[src/rtl/ex_s2p.sv]
// Serial-to-parallel frame receiver: hunts for a 4-bit preamble, then shifts in
// {rnw, addr, data, crc} and presents the decoded fields with CRC/fill checks.
module ex_s2p #(
  parameter logic [3:0] PREAMBLE  = 4'hA,
  parameter logic [7:0] RD_FILL   = 8'h5A,
  parameter int         ERR_CNT_W = 8
) (
  input  logic                 clk,
  input  logic                 rst,
  input  logic                 sdata,
  input  logic                 err_clr,
  output logic                 valid,
  output logic                 rnw,
  output logic [7:0]           addr,
  output logic [7:0]           data,
  output logic                 crc_err,
  output logic                 fill_err,
  output logic                 in_frame,
  output logic [ERR_CNT_W-1:0] err_cnt
);

  typedef enum logic {HUNT, RECV} state_t;

  state_t      state;
  state_t      state_next;
  logic [3:0]  window;
  logic [20:0] shreg;
  logic [4:0]  bit_cnt;
  logic [20:0] frame_next;
  logic        last_bit;
  logic        crc_bad;
  logic        err_evt;

  function automatic logic [3:0] crc_calc(input logic [16:0] d);
    logic [3:0] c;
    c[0] = ~(d[15] ^ d[11] ^ d[10] ^ d[9] ^ d[8] ^ d[6] ^ d[4] ^ d[3] ^ d[0]);
    c[1] = d[16] ^ d[15] ^ d[12] ^ d[8] ^ d[7] ^ d[6] ^ d[5] ^ d[3] ^ d[1] ^ d[0];
    c[2] = d[16] ^ d[13] ^ d[9] ^ d[8] ^ d[7] ^ d[6] ^ d[4] ^ d[2] ^ d[1];
    c[3] = ~(d[14] ^ d[10] ^ d[9] ^ d[8] ^ d[7] ^ d[5] ^ d[3] ^ d[2]);
    return c;
  endfunction

  // frame_next holds the complete 21-bit body on the edge that samples the last CRC bit
  assign frame_next = {shreg[19:0], sdata};
  assign last_bit   = (state == RECV) && (bit_cnt == 5'd20);
  assign crc_bad    = (frame_next[3:0] != crc_calc(frame_next[20:4]));
  assign err_evt    = last_bit && crc_bad;

  always_ff @(posedge clk or posedge rst) begin
    if (rst) state <= HUNT;
    else     state <= state_next;
  end

  always_comb begin
    state_next = state;
    case (state)
      HUNT: if ({window[2:0], sdata} == PREAMBLE) state_next = RECV;
      RECV: if (bit_cnt == 5'd20) state_next = HUNT;
      default: state_next = HUNT;
    endcase
  end

  always_ff @(posedge clk or posedge rst) begin
    if (rst) begin
      window   <= '0;
      shreg    <= '0;
      bit_cnt  <= '0;
      valid    <= 1'b0;
      rnw      <= 1'b0;
      addr     <= '0;
      data     <= '0;
      crc_err  <= 1'b0;
      fill_err <= 1'b0;
      in_frame <= 1'b0;
    end else begin
      valid    <= 1'b0;
      in_frame <= (state_next == RECV);
      if (state == HUNT) begin
        window  <= {window[2:0], sdata};
        bit_cnt <= '0;
      end else begin
        shreg   <= frame_next;
        bit_cnt <= bit_cnt + 5'd1;
        if (last_bit) begin
          valid    <= 1'b1;
          rnw      <= frame_next[20];
          addr     <= frame_next[19:12];
          data     <= frame_next[11:4];
          crc_err  <= crc_bad;
          fill_err <= frame_next[20] && (frame_next[11:4] != RD_FILL);
          window   <= '0;
        end
      end
    end
  end

  // A clear that lands on the same edge as a counted error leaves exactly that one error
  always_ff @(posedge clk or posedge rst) begin
    if (rst)
      err_cnt <= '0;
    else if (err_clr)
      err_cnt <= {{(ERR_CNT_W-1){1'b0}}, err_evt};
    else if (err_evt && (err_cnt != {ERR_CNT_W{1'b1}}))
      err_cnt <= err_cnt + ERR_CNT_W'(1);
  end

endmodule

[config.mk]
export PLATFORM = sky130hd
export DESIGN_NAME = ex_s2p
export DESIGN_NICKNAME = d
export VERILOG_FILES = /design/src/rtl/ex_s2p.sv
export SDC_FILE = /design/constraint.sdc
export NUM_CORES = 1
export LEC_CHECK = 0
export BUFFER_PORTS_ARGS = -buffer_cell sky130_fd_sc_hd__buf_2
export CAP_MARGIN = 20
export CORE_MARGIN = 2
export CORE_UTILIZATION = 30
export DETAILED_ROUTE_END_ITERATION = 12
export PLACE_DENSITY_LB_ADDON = 0.05
export SLEW_MARGIN = 20
export SYNTH_ARGS = -nofsm -noshare
export SYNTH_HDL_FRONTEND = slang
export SYNTH_SLANG_ARGS = --single-unit
export TNS_END_PERCENT = 50
[constraint.sdc]
create_clock -name clk -period 2.91 [get_ports clk]
set_clock_uncertainty 0.2 [all_clocks]
set_input_delay 0.582 -clock clk [delete_from_list [all_inputs] [get_ports clk]]
set_output_delay 0.582 -clock clk [all_outputs]
set_load 0.02 [all_outputs]
; Word-level counts from Yosys, hierarchy flattened
; Index checks and enable logic that the tools add are counted.
[word_totals]
ff_bits = 57
latch_bits = 0
ram_bits = 0
romBits = 0
inputBits = 4
out_inout_bits = 29
mem_count = 0
[op_classes]
n_addsub = 2
n_mul = 0
n_div = 0
n_lt_le_gt_ge = 0
eq_ne = 6
shift = 0
muxes = 10
bitwise_logic = 35
n_reduce_logical = 6
[ops]
columns = cell, n
row1 = XOR 1 bit, 32
row2 = 2-to-1 mux 8 bit, 2
row3 = "adder 8 x 1 -> 8 bit, second input constant", 1
row4 = "inequality test 8 x 7 -> 1 bit, second input constant", 1
row5 = "inequality test 8 bit, second input constant", 1
row6 = 2-to-1 mux 3 bit, 2
row7 = "adder 5 x 1 -> 5 bit, second input constant", 1
row8 = "equality test 5 bit, second input constant", 1
row9 = 2-to-1 mux 5 bit, 1
row10 = "equality test 4 bit, second input constant", 1
row11 = logical AND 1 bit, 4
row12 = 2-to-1 mux 1 bit, 4
row13 = inequality test 4 bit, 1
row14 = inverter 1 bit, 3
row15 = "inequality test 2 x 1 -> 1 bit, second input constant", 1
row16 = one-hot mux 1 bit (2 select lines), 1
row17 = AND reduction 2 bit, 1
row18 = nonzero test 2 bit, 1

; Logic depth before layout (Yosys ltp)
; Gate-level depths: netlist of run 1.
[logic_depth]
word_depth = 14
ltp_mapped = 9
ltp_nobuf = 8

; Worst setup path before layout of run 1
; Ideal clock, no wire load.
[synth_path]
kind = input-to-reg
from = input port sdata
to = register err_cnt[4]
arrival_time_ns = 2.316
setup_slack_ns = 0.266
path_stages = 6
n_path_buf = 0
cell_sequence = xnor3_1 xnor3_1 or3_4 a22oi_4 nor4b_1 mux2_1
[synth_between]
elab_chain_cells = 4
[synth_rtl]
columns = element, line
row1 = "start, declared", 10  ; input logic sdata,
row2 = inequality test 4 bit, 46  ; assign crc_bad = (frame_next[3:0] != crc_calc(frame_next[20:4]));
row3 = logical AND 1 bit, 47  ; assign err_evt = last_bit && crc_bad;
row4 = logical AND 1 bit, 103  ; else if (err_evt && (err_cnt != {ERR_CNT_W{1'b1}}))
row5 = nonzero test 2 bit (no line), n/a
row6 = "end signal, assigned", 102  ; err_cnt <= {{(ERR_CNT_W-1){1'b0}}, err_evt};
row7 = "end signal, assigned", 104  ; err_cnt <= err_cnt + ERR_CNT_W'(1);
row8 = "end, declared", 19  ; output logic [ERR_CNT_W-1:0] err_cnt
; No other way between the ends.
; A chain may end at the register's enable or synchronous reset.

; Final worst setup path of run 1
[layout_path]
from = register shreg[4]
to = register err_cnt[4]
[layout_between]
elab_chain_cells = 6
word_cells_on_any_way = 7
classes_between = eq/ne (1) / bitwise (3) / reduce/logical (3)
[layout_rtl]
columns = element, line
row1 = "start, declared", 27  ; logic [20:0] shreg;
row2 = "start signal, assigned", 82  ; shreg <= frame_next;
row3 = XOR 1 bit (2 in series), 37  ; c[1] = d[16] ^ d[15] ^ d[12] ^ d[8] ^ d[7] ^ d[6] ^ d[5] ^ d[3] ^ d[1] ^ d[0];
row4 = inequality test 4 bit (*), 46
row5 = logical AND 1 bit (*), 47
row6 = logical AND 1 bit (*), 103
row7 = nonzero test 2 bit (no line) (*), n/a
; Mark *: on every way between the ends. The rest lies on a longest branch, timed or not.

==> metrics.yaml, run 1 <==
cp-end-kind: "flop"
crit_family: "XOR/XNOR gates"
netlist_instances: 241
maxUsedRoutingLayer: "met4"
netSwitchingFraction_pct: 33.9
htree_levels: 3
wl_per_cell_microns: 14.4
p_comb_share_pct: 43.0
drc: 0
status: "finished clean"
antenna_found_initial: 0
dpl_cell_area_sq_mm: 0.00302
fmax_mhz: 378
die_x_microns: 98.5
worstMarginPinSlew_ns: 0.541
crit_buf_inv: 0
netlist.area_leader.share_pct: 53.3
grt_max_degree: 36
syn_area_sq_mm: 0.00268
clock-sinks: 57
fin_crit_ns: 2.64
arrival_ns: 2.66
core_sq_mm: 0.00868
p_per_area_mw_per_mm2: 1070
fillers: 905
cp_cell_sequence: "xnor3_1 > xnor3_1 > or3_4 > a22oi_4 > nor4b_1 > mux2_1"
hold_buffers: 0
hpwl_mm: 3.93
rsz0062_at_grt: "false"
tns_ns: 0
yosysSeqAreaShare_pct: 53.3
hold_viol: 0
area_growth_pct: 20.6
final-setup-viol-count: 0
final_nets: 292
maxSlewViolCount: 0
power_frac_clock_pct: 22.2
post_cts_buffers: 0
ctsResizeCount: 0
route.vias.total: 1825
initial_utilization_pct: 30.8
critPathRequiredTime_ns: 2.93
layout_setup_ws_ns: 0.266
gp_congestion: 0.792
power.leakage_nw: 1.65
track_usage_pct: 13.1
cpMaxStageDelayCell: "dfrtp_1"
ys_seq_elements: 57
row_count: 34
die_h_microns: 98.5
clk_latency_ns: 0.34
post-route-period-util_pct: 90.9
ir_worst_vdd_mv: 0.448
yosysUniqueCellTypes: 37
fin_util_pct: 37.2
cts_tree: "yes"
cts_made_buffers: 9
p_int_w: 0.00227
cpPeakStageDelay_ns: 0.43
maxSlewHeadroom_pct: 63.9
cap_violations: 0
crit_fanout: 5
seqPwrFrac_pct: 34.8
syn_area_per_cell_sq_um: 11.1
crit_type: "flop to flop"
clk_pin_slew_ns: 0.07
wl_met3_microns: 234
dieArea_sq_mm: 0.00969
worst_setup_path_start_kind: "flop"
cts_root_buf: "clkbuf_8"
syn-num-nets: 248
placed_cells: 382
io_pins: 33
synthTopCellsByArea: "dfrtp_1 (53%), nand2_1 (9.1%), mux2_2 (8.4%)"
yosysWarnings: 0
portBuffers: 32
drt_pass1_iterations: 4
met1_length_mm: 2.88
overflow: 0
yosysTopAreaCell: "dfrtp_1"
vias_per_cell: 4.59
drive_above_1_share_pct: 27.6
wl_mm: 5.73
grt_pass1_vias: 1907
fin_cells: 398
final_area_sq_mm: 0.00323
hp-class: "input port to asynchronous set/reset pin"
switching_power_w: 0.00116
clockBufferDepth: 2
crit_top_cell: "xnor3_1"
grt_pass1_wl_mm: 9.83
diodes: 0
dpl_worst_slack_ns: 0.0538
first_iter_violations: 48
ant_nets: 0
wl_met2_mm: 2.54
state kept, by name, summed over array words and instances, names as in the netlist:
signal,flops
addr,8
bit_cnt,5
crc_err,1
data,8
err_cnt,8
fill_err,1
in_frame,1
rnw,1
shreg,20
valid,1
window,3
per-layer routing:
| layer | GRT usage, % | vias to the layer above |
|---|---|---|
| met5 | 0 | - |
| li1 | - | 904 |
| met3 | 4.96 | 6 |
| met4 | 4.11 | 0 |
| met2 | 19.7 | 31 |
| met1 | 17.7 | 884 |
power groups by stage:
| stage | logic, W | clock network [W] | registers, W |
|---|---|---|---|
| 6_report | 0.00148 | 0.000762 | 0.00120 |
| 2_1_floorplan | 0.00119 | 0 | 0.00117 |
| 3_3_place_gp | 0.00148 | 0 | 0.00122 |
| 4_1_cts | 0.00150 | 0.000788 | 0.00120 |
| 5_1_grt | 0.00162 | 0.000827 | 0.00124 |
| 3_5_place_dp | 0.00149 | 0 | 0.00122 |
cell usage after synthesis:
cell	n
a21oi_1	4
a22oi_4	1
a41o_1	1
and2_1	5
and3_1	3
and4_1	1
and4b_1	1
buf_1	2
clkbuf_1	6
dfrtp_1	57
ha_1	3
inv_1	11
mux2_1	2
mux2_2	20
mux2i_1	1
nand2_1	65
nand3_1	8
nand4_1	1
nor2_1	6
nor2b_1	4
nor3b_1	1
nor4_1	1
nor4b_1	1
nor4bb_1	2
o2111ai_1	3
o211a_1	1
o21ai_0	3
o31ai_1	1
o32ai_1	1
o41ai_1	2
or3_1	1
or3_4	1
or4_1	1
xnor2_1	8
xnor3_1	6
xor2_1	5
xor3_1	1
area by class of cell:
class | count | area, sq um | area share (%)
clock inverters | 6 | 67.6 | 2.09
clock buffers | 10 | 138 | 4.27
well taps | 108 | 135 | 4.19
multi-input cells | 165 | 1180 | 36.5
repair buffers | 41 | 240 | 7.44
flip-flops and latches | 57 | 1430 | 44.2
inverters | 11 | 41.3 | 1.28
worst paths after layout:
kind	from	slack (ns)	depth (start not counted)	endpoint
min in group clk	data[5]$_DFFE_PP0P_	0.27	2	data[5]$_DFFE_PP0P_
max in group asynchronous	rst	1.84	3	addr[3]$_DFFE_PP0P_
max reg2reg	shreg[4]$_DFFE_PP0P_	0.27	6	err_cnt[4]$_DFFE_PP0P_
max	shreg[4]$_DFFE_PP0P_	0.27	6	err_cnt[4]$_DFFE_PP0P_
min reg2reg	data[5]$_DFFE_PP0P_	0.27	2	data[5]$_DFFE_PP0P_
min	rst	0.08	2	data[2]$_DFFE_PP0P_
placed cells by master (no fill, tap or decap), types with 2 or more instances in the layout:
cell	instances
mux2_1	2
inv_1	10
xnor2_1	8
nor2_1	6
clkinv_4	2
o2111ai_1	3
dfrtp_1	57
nand3_1	8
and3_1	3
mux2_2	20
nor2b_1	4
nor4bb_1	2
buf_4	8
xor2_1	5
xnor3_1	6
nand2_1	65
o21ai_0	3
o41ai_1	2
clkinvlp_4	2
buf_2	32
ha_1	3
a21oi_1	4
and2_1	5
clkbuf_8	10
cells by family after synthesis:
logic type / after synthesis / share of synthesized area, %
AO/OA/AOI/OAI: 17 / 5.10
XOR/XNOR: 20 / 10.2
adder cells (fa/ha/maj): 3 / 1.40
flip-flops: 57 / 53.3
multiplexers: 23 / 9.63
AND/OR/NAND/NOR: 102 / 17.7
buffers and inverters: 19 / 2.66
through the flow:
stage | hold slack, ns | power [W]
floorplan | 0.250 | 0.00237
global placement | 0.254 | 0.00270
detailed placement | 0.258 | 0.00271
CTS | 0.0953 | 0.00349
global route | 0.117 | 0.00368
finish | 0.0839 | 0.00344
Power figures use the tool's default switching activity.
==> run 2, diff against run 1 <==
--- a/config.mk
+++ b/config.mk
@@ -11,6 +11,7 @@
 export CORE_UTILIZATION = 30
 export DETAILED_ROUTE_END_ITERATION = 12
 export PLACE_DENSITY_LB_ADDON = 0.05
+export RECOVER_POWER = 100
 export SLEW_MARGIN = 20
 export SYNTH_ARGS = -nofsm -noshare
 export SYNTH_HDL_FRONTEND = slang
==> metrics.yaml, run 2 (synthesized netlist as in run 1, its figures left out) <==
clk_pin_slew_ns: 0.07  # about the same
rsz0062_at_grt: "false"
r2r_slack_ns: 0.27  # about the same
die_h_microns: 98.5  # unchanged
power.leakage_nw: 1.52  # -8.1%
layout_setup_ws_ns: 0.270  # +0.00375 ns
clk_latency_ns: 0.34  # about the same
maxSlewViolCount: 0  # unchanged
ant_nets: 0  # unchanged
worst_setup_path_start_kind: "flop"
clock-sinks: 57  # unchanged
fin_crit_ns: 2.64  # -0.00375 ns
overflow: 0  # unchanged
hp-class: "input port to asynchronous set/reset pin"
cts_made_buffers: 9  # unchanged
wl_mm: 5.74  # about the same
post-route-period-util_pct: 90.7  # -0.13 points
fin_cells: 398  # unchanged
core_sq_mm: 0.00868  # unchanged
critPathRequiredTime_ns: 2.93  # about the same
placed_cells: 382  # unchanged
crit_fanout: 5  # unchanged
maxSlewHeadroom_pct: 39.0  # -25 points
post_cts_buffers: 0  # unchanged
htree_levels: 3  # unchanged
final_cell_mix: "nand2_1 (65), dfrtp_1 (57), clkbuf_1 (30)"
drt_pass1_iterations: 4  # unchanged
largest_reg_flops: 20  # unchanged
grt_pass1_wl_mm: 9.83  # unchanged
fmax_mhz: 379  # +0.14%
initial_utilization_pct: 30.8  # unchanged
mostFrequentLayoutCell: "nand2_1"
antenna_found_initial: 0  # unchanged
hold_buffers: 0  # unchanged
dpl_worst_slack_ns: 0.0538  # unchanged
arrival_ns: 2.66  # about the same
drive_above_1_share_pct: 16.9  # -11 points
final-setup-viol-count: 0  # unchanged
dieArea_sq_mm: 0.00969  # unchanged
ir_worst_vdd_mv: 0.449  # about the same
die_x_microns: 98.5  # unchanged
row_count: 34  # unchanged
ctsResizeCount: 0  # unchanged
clockBufferDepth: 2  # unchanged
worstMarginPinSlew_ns: 0.915  # +0.374 ns
p_per_area_mw_per_mm2: 1080  # +0.92%
tns_ns: 0  # unchanged
gp_congestion: 0.792  # unchanged
final_nets: 292  # unchanged
vias_per_cell: 4.60  # +0.27%
cp-end-kind: "flop"
cts_root_buf: "clkbuf_8"
hpwl_mm: 3.93  # unchanged
drc: 0  # unchanged
io_pins: 33  # unchanged
fin_util_pct: 36.5  # -0.63 points
route.vias.total: 1830  # +0.27%
diodes: 0  # unchanged
grt_max_degree: 36  # unchanged
cts_tree: "yes"
p_total_w: 0.00341  # -0.80%
area_growth_pct: 18.5
status: "finished clean"
portBuffers: 32  # unchanged
track_usage_pct: 13.1  # unchanged
crit_type: "flop to flop"
largest_register: "shreg"
hold_viol: 0  # unchanged
cap_violations: 0  # unchanged
first_iter_violations: 52  # +8.3%
wl_per_cell_microns: 14.4  # about the same
grt_pass1_vias: 1907  # unchanged
run 2: cell count changes in the layout (fill, tap and decap cells not counted), sizes merged:
| cell | delta |
|---|---|
| buf | -31 |
| clkbuf | +31 |
run 2: worst max-delay path: stages (launching register included):
cell      delay (ns)
dfrtp_1         0.43
xnor3_1         0.42
xnor3_1         0.42
or3_4           0.42
a22oi_4         0.23
clkbuf_1        0.21
or4_1           0.14
a21oi_1         0.06
run 2: power breakdown:
part | internal, W | leakage, nW | total [W] | switching (W)
logic | 0.000845 | 0.683 | 0.00145 | 0.000607
clock network | 0.000420 | 0.0985 | 0.000761 | 0.000342
registers | 0.000985 | 0.739 | 0.00120 | 0.000211
total | 0.00225 | 1.52 | 0.00341 | 0.00116
run 2: final timing paths:
kind | startpoint | endpoint | cells after the start
max in group asynchronous | rst | addr[3]$_DFFE_PP0P_ | 3
min in group clk | data[5]$_DFFE_PP0P_ | data[5]$_DFFE_PP0P_ | 2
worst min-delay path | rst | data[2]$_DFFE_PP0P_ | 2
worst max register to register | shreg[4]$_DFFE_PP0P_ | err_cnt[3]$_DFFE_PP0P_ | 7
worst min register to register | data[5]$_DFFE_PP0P_ | data[5]$_DFFE_PP0P_ | 2
worst max-delay path | shreg[4]$_DFFE_PP0P_ | err_cnt[3]$_DFFE_PP0P_ | 7
run 2: final cells by class:
cell class,instances,area (sq um)
inverters,11,41.3
well taps,108,135
repair buffers,41,185
clock buffers,10,138
fillers,916,5510
multi-input cells,165,1180
flip-flops and latches,57,1430
clock inverters,6,67.6
run 2: through the flow:
stage,area [sq um],hold slack [ns]
floorplan,2680,0.250
global placement,3020,0.254
detailed placement,3020,0.258
CTS,3230,0.0953
global route,3170,0.297
finish,3170,0.234
run 2: layer usage:
| metal | wire length [microns] | part of all wire (%) | GRT usage [%] | vias to the layer above |
|---|---|---|---|---|
| li1 | - | - | - | 903 |
| met2 | 2550 | 44 | 19.7 | 31 |
| met4 | 75 | 1.3 | 4.11 | 0 |
| met1 | 2890 | 50 | 17.7 | 890 |
| met5 | 0 | 0 | 0 | - |
| met3 | 226 | 3.9 | 4.96 | 6 |
